**config.mk**
```make
export PLATFORM = sky130hd
export DESIGN_NAME = multi_stair_renderer
export DESIGN_NICKNAME = d
export VERILOG_FILES = /design/src/rtl/multi_stair_renderer.sv
export SDC_FILE = /design/constraint.sdc
export NUM_CORES = 1
export LEC_CHECK = 0
export ABC_AREA = 1
export CAP_MARGIN = 0
export CORE_MARGIN = 1
export CORE_UTILIZATION = 60
export DETAILED_ROUTE_END_ITERATION = 8
export PLACE_DENSITY = 0.91
export SLEW_MARGIN = 20
export SYNTH_ARGS = -nofsm -noshare
export SYNTH_HDL_FRONTEND = slang
export SYNTH_SLANG_ARGS = --single-unit
```
**constraint.sdc**
```tcl
create_clock -name clock -period 6.5 [get_ports clock]
set_input_delay 1.3 -clock clock [delete_from_list [all_inputs] [get_ports clock]]
set_output_delay 1.3 -clock clock [all_outputs]
set_load 0.05 [all_outputs]
```
**src/rtl/multi_stair_renderer.sv**
```systemverilog
// Draws NUM_STAIRS rectangles into a VGA plot port one pixel per clock and
// scrolls them up one row per step, erasing the old image before redrawing.
// Ports: clock, reset_n (async, active-low); go/stop control levels;
// x_init/y_init packed per-stair origins; plot/x/y/colour pixel write;
// busy (state != IDLE); step_done (one-cycle pulse in MOVE).
module multi_stair_renderer #(
  parameter int          NUM_STAIRS      = 2,
  parameter int          STAIR_W         = 40,
  parameter int          STAIR_H         = 5,
  parameter int          FRAME_DIV       = 833334,
  parameter int          FRAMES_PER_STEP = 15,
  parameter logic [6:0]  Y_WRAP          = 7'd116,
  parameter logic [2:0]  FG_COLOUR       = 3'b100,
  parameter logic [2:0]  BG_COLOUR       = 3'b000
) (
  input  logic                    clock,
  input  logic                    reset_n,
  input  logic                    go,
  input  logic                    stop,
  input  logic [8*NUM_STAIRS-1:0] x_init,
  input  logic [7*NUM_STAIRS-1:0] y_init,
  output logic                    plot,
  output logic [7:0]              x,
  output logic [6:0]              y,
  output logic [2:0]              colour,
  output logic                    busy,
  output logic                    step_done
);

  localparam int IW = (NUM_STAIRS > 1) ? $clog2(NUM_STAIRS) : 1;
  localparam int RW = (STAIR_H > 1) ? $clog2(STAIR_H) : 1;
  localparam int CW = (STAIR_W > 1) ? $clog2(STAIR_W) : 1;

  localparam logic [IW-1:0] LAST_I = IW'(NUM_STAIRS - 1);
  localparam logic [RW-1:0] LAST_R = RW'(STAIR_H - 1);
  localparam logic [CW-1:0] LAST_C = CW'(STAIR_W - 1);
  localparam logic [31:0]   WAIT_CYC = 32'(FRAME_DIV * FRAMES_PER_STEP);

  typedef enum logic [2:0] {
    S_IDLE,
    S_LOAD,
    S_DRAW,
    S_WAIT,
    S_ERASE,
    S_MOVE
  } state_t;

  state_t        r_state;
  logic [6:0]    r_ypos [NUM_STAIRS];
  logic [IW-1:0] r_i;
  logic [RW-1:0] r_r;
  logic [CW-1:0] r_c;
  logic [31:0]   r_wcnt;
  logic          r_exit;

  logic [7:0]    w_xi  [NUM_STAIRS];
  logic [6:0]    w_yi  [NUM_STAIRS];
  logic [6:0]    w_ymv [NUM_STAIRS];
  logic [IW-1:0] w_ni;
  logic [RW-1:0] w_nr;
  logic [CW-1:0] w_nc;
  logic          w_last;

  always_comb begin
    for (int k = 0; k < NUM_STAIRS; k++) begin
      w_xi[k]  = x_init[8*k +: 8];
      w_yi[k]  = y_init[7*k +: 7];
      w_ymv[k] = (r_ypos[k] == 7'd0) ? Y_WRAP : r_ypos[k] - 7'd1;
    end
  end

  // Counters name the pixel currently on the output; w_n* is the one
  // that will be registered at the next edge (column fastest).
  always_comb begin
    w_last = (r_i == LAST_I) && (r_r == LAST_R) && (r_c == LAST_C);
    w_ni   = r_i;
    w_nr   = r_r;
    w_nc   = r_c + CW'(1);
    if (r_c == LAST_C) begin
      w_nc = '0;
      w_nr = r_r + RW'(1);
      if (r_r == LAST_R) begin
        w_nr = '0;
        w_ni = r_i + IW'(1);
      end
    end
  end

  assign busy = (r_state != S_IDLE);

  always_ff @(posedge clock or negedge reset_n) begin
    if (!reset_n) begin
      r_state   <= S_IDLE;
      plot      <= 1'b0;
      x         <= '0;
      y         <= '0;
      colour    <= BG_COLOUR;
      step_done <= 1'b0;
      r_i       <= '0;
      r_r       <= '0;
      r_c       <= '0;
      r_wcnt    <= '0;
      r_exit    <= 1'b0;
      for (int k = 0; k < NUM_STAIRS; k++)
        r_ypos[k] <= '0;
    end else begin
      step_done <= 1'b0;
      case (r_state)
        S_IDLE: begin
          plot <= 1'b0;
          if (go)
            r_state <= S_LOAD;
        end
        S_LOAD: begin
          for (int k = 0; k < NUM_STAIRS; k++)
            r_ypos[k] <= w_yi[k];
          r_i     <= '0;
          r_r     <= '0;
          r_c     <= '0;
          plot    <= 1'b1;
          colour  <= FG_COLOUR;
          x       <= w_xi[0];
          y       <= w_yi[0];
          r_state <= S_DRAW;
        end
        S_DRAW, S_ERASE: begin
          if (w_last) begin
            plot   <= 1'b0;
            r_i    <= '0;
            r_r    <= '0;
            r_c    <= '0;
            r_wcnt <= '0;
            if (r_state == S_DRAW) begin
              r_state <= S_WAIT;
            end else if (r_exit) begin
              r_exit  <= 1'b0;
              r_state <= S_IDLE;
            end else begin
              step_done <= 1'b1;
              r_state   <= S_MOVE;
            end
          end else begin
            r_i <= w_ni;
            r_r <= w_nr;
            r_c <= w_nc;
            x   <= w_xi[w_ni] + 8'(w_nc);
            y   <= r_ypos[w_ni] + 7'(w_nr);
          end
        end
        S_WAIT: begin
          plot <= 1'b0;
          if (r_wcnt == WAIT_CYC - 32'd1) begin
            r_wcnt  <= '0;
            r_exit  <= stop;
            plot    <= 1'b1;
            colour  <= BG_COLOUR;
            x       <= w_xi[0];
            y       <= r_ypos[0];
            r_state <= S_ERASE;
          end else begin
            r_wcnt <= r_wcnt + 32'd1;
          end
        end
        S_MOVE: begin
          for (int k = 0; k < NUM_STAIRS; k++)
            r_ypos[k] <= w_ymv[k];
          plot    <= 1'b1;
          colour  <= FG_COLOUR;
          x       <= w_xi[0];
          y       <= w_ymv[0];
          r_state <= S_DRAW;
        end
        default: begin
          plot    <= 1'b0;
          r_state <= S_IDLE;
        end
      endcase
    end
  end

endmodule

```
==> impl_results.md <==
* CP cell instances: inv_1 > ha_1 > nand2_1 > inv_1 > ha_1 > inv_1 > nand3_1 > nand2_2 > mux2_2 > ha_1 > inv_1 > fa_1 > o21ai_0 > a21o_1 > nand2_1 > nand2_1 > nor2_1 > o21ai_0 > nand2_1
* Crit share post-route at 57.1%
* Die Wd at 96.5 um
* Clk root buf: clkbuf_8
* Avg Cell Area, Syn at 7.17 um^2
* Fraction of synthesized cell area in xor and xnor cells at 2.78%
* P_leak at 2.89 nW
* Skew-Pair Late Insertion Delay at 0.36 ns
* Mux share of post-synthesis cell area at 0.841%
* Final setup violation count at 0
* Status: complete, no violations
* Compound-Gate Fraction of Synth Area at 14.8%
* Most common library cell in the layout ignoring fill and taps: nand2_1
* Vias in the first global route at 5095
* CP max-delay cell: fa_1
* Post-CTS Setup Inserts at 0
* Clk slew on worst S/H paths at 0.09 ns
* CTS tree: yes
* GPL Wtd Cong at 0.981
* Drt first pass iters at 6
* Antenna Cells at 0
* Post-Syn Area at 5350 um^2
* Max Cap Viol at 0
* DRT Wirelength at 14000 um
* Max transition margin at 34.2%
* Ys async rst share at 100%
* Data arrival time of the worst path at 3.94 ns
* Die extent in y at 96.5 um
* Power Density at 400 nW/um^2
* Fillers at 685
* Vias per cell at 6.03
* Clock H-tree levels at 3
* WL per Instance at 15.5 um
* Worst EP required at 6.73 ns
* Worst hold path type: flop to flop
* CTS buffer count at 9
* DP HPWL at 10200 um
* Initial DRC Count at 441
* Largest family of logic cells by synthesized area: simple AND/OR/NAND/NOR gates
* CP max stage delay at 0.41 ns
* Starting Density at 61.7%
* Max-slew violation count at 0
* Clk sinks at 78
* Synth Area in Simple Gates at 30.7%
* Startpoint types: flop
* Post-synth cell types at 45
* VDD IR max at 0.280 mV
* Buf/Inv on CP at 4
* Seq/Total Area, Yosys at 36.5%
* Num ports at 55
* Placeable Area at 8680 um^2
* Layout Nets at 851
* Met1 usage at 41.0%
* Post-Synthesis Cells at 747
* Slew @ Worst Pin at 0.983 ns
* Fraction of layout cells with a size suffix above 1 at 6.25%
* Cell Rows at 34
* Max Freq at 269 MHz
* Crit Path Max Fanout at 20
* GRT overflow at 0
* Final-report hold violation count at 0
* Routed Antenna Nets at 0
* Number of synthesized register bits at 78
* YS warnings at 0
* Largest net degree at the start of global routing at 79
* Clock Tree Buf Depth at 2
* Most frequent cells in the layout: nand2_1 (186), inv_1 (91), nor2_1 (78), dfrtp_1 (78), clkdlybuf4s50_1 (51)
* First-pass GRT wire length at 22700 um
* Residual DRC at 0
* Number of synthesized flops with an enable pin at 0
* CP Class: flop to flop
* Total Routing Usage GR at 31.5%
* Post-layout min period at 3.71 ns
* Hold_buf cts at 0
* Total negative slack at 0 ns
* Met3 usage at 4.69%
* Unrepaired setup endpoints after global routing: no
* Ys flop type: dfrtp_1
* Busiest grt layer: met2
* Vias at 5476
* Clock Skews at 0.0180 ns
* Resized Gates After CTS at 0
* Endpoint type of the worst setup path: flop
* Top delay family on crit path: adder cells
* Hold_ws at 0.483 ns
* Area of the die at 9300 um^2
* Port buffer count at 52
* Area Overhead vs Synth at 14.7%
* Adder-Cell Fraction of Synth Area at 5.42%
* Initial antenna violation count at 0
* Grt met2 use at 51.8%
[Yosys cell counts, types with 2 or more instances]
| cell type | number | area (um^2) |
|---|---|---|
| dfrtp_1 | 78 | 1950 |
| nor2_1 | 78 | 293 |
| a21o_1 | 2 | 15.0 |
| and3_1 | 3 | 18.8 |
| inv_2 | 9 | 33.8 |
| nand2_2 | 3 | 18.8 |
| a21oi_1 | 31 | 155 |
| nor4_1 | 3 | 18.8 |
| nand2_1 | 186 | 698 |
| a22oi_1 | 6 | 45.0 |
| nand3_1 | 48 | 240 |
| a31oi_1 | 6 | 37.5 |
| ha_1 | 20 | 250 |
| buf_2 | 8 | 40.0 |
| nor2_2 | 3 | 18.8 |
| o21ai_1 | 13 | 65.1 |
| xor2_1 | 13 | 114 |
| o22ai_1 | 11 | 68.8 |
| clkbuf_1 | 4 | 15.0 |
| xnor2_1 | 4 | 35.0 |
| nor3_1 | 17 | 85.1 |
| buf_6 | 2 | 22.5 |
| nor3_2 | 3 | 30.0 |
| mux2_2 | 4 | 45.0 |
| buf_4 | 3 | 22.5 |
| o21ai_0 | 46 | 230 |
| nand2_4 | 5 | 56.3 |
| nor2_4 | 4 | 45.0 |
| nand4_1 | 13 | 81.3 |
| inv_1 | 91 | 342 |
| fa_1 | 2 | 40.0 |
| nand3b_1 | 3 | 22.5 |
| o221ai_1 | 6 | 52.6 |
| o211ai_1 | 8 | 60.1 |
[per-stage QoR]
step	area (um^2)	setup WS (ns)	std cells	power [W]	util, %
5_1_grt	6140	2.56	908	0.00262	70.7
4_1_cts	6110	2.88	907	0.00243	70.4
3_3_place_gp	5910	3.04	891	0.00199	68.1
3_5_place_dp	5910	2.85	891	0.00205	68.1
6_report	6140	2.79	908	0.00246	70.7
2_1_floorplan	5360	3.35	748	0.00168	-
[worst reg2reg max path: stages (launching register included)]
cell	delay, ns
dfrtp_1	0.36
inv_1	0.08
ha_1	0.21
nand2_1	0.09
inv_1	0.07
ha_1	0.29
inv_1	0.05
nand3_1	0.12
nand2_2	0.38
mux2_2	0.24
ha_1	0.18
inv_1	0.07
fa_1	0.41
o21ai_0	0.35
a21o_1	0.18
nand2_1	0.06
nand2_1	0.09
nor2_1	0.05
o21ai_0	0.21
nand2_1	0.08
[registers in the layout (all words and copies together) (netlist names)]
register / flops
colour: 1
r_i: 1
r_exit: 1
r_ypos: 14
y: 7
step_done: 1
r_r: 3
r_wcnt: 32
plot: 1
r_state: 3
r_c: 6
x: 8
[routing by layer]
metal | vias to the layer above | wire, um | part of all wire, %
met5 | - | 0 | 0
met4 | 0 | 458 | 3.3
met3 | 57 | 1000 | 7.1
met2 | 310 | 6800 | 48
met1 | 2548 | 5780 | 41
li1 | 2561 | - | -
[layout make-up]
class	count	area [um^2]	area share, %
Clock buffer	12	145	2.36
Inverter	100	375	6.11
Clock inverter	4	55.1	0.897
Sequential cell	78	1950	31.8
Multi-Input combinational cell	553	2930	47.7
Tap cell	108	135	2.20
Timing Repair Buffer	53	546	8.89
[cell families (layout without fill, tap and decap cells)]
kind of cell    Yosys count  in the layout
flops                    78             78
mux                       4              4
compound gates          136            136
xor+xnor                 17             17
other cells               1              2
fa+ha+maj                22             22
simple gates            372            372
buf+inv                 117            169
[path summary, 6_finish.rpt]
kind                       slack, ns         end  startpoint  cells past startpoint
hold reg to reg                 0.48        x[5]        x[5]                      2
hold / removal                  0.48        x[5]        x[5]                      2
setup / recovery                2.79        x[6]      r_r[0]                     19
min in group asynchronous       0.81  r_wcnt[14]     reset_n                      1
max in group asynchronous       5.11      r_c[3]     reset_n                      2
setup reg to reg                2.79        x[6]      r_r[0]                     19
[report_power, final]
| group | internal (W) | switching (W) |
|---|---|---|
| Sequential | 0.000618 | 0.0000939 |
| Clock | 0.000191 | 0.000190 |
| Combinational | 0.000425 | 0.000940 |
| Total | 0.00123 | 0.00122 |
(Power assumes the default switching activity.)
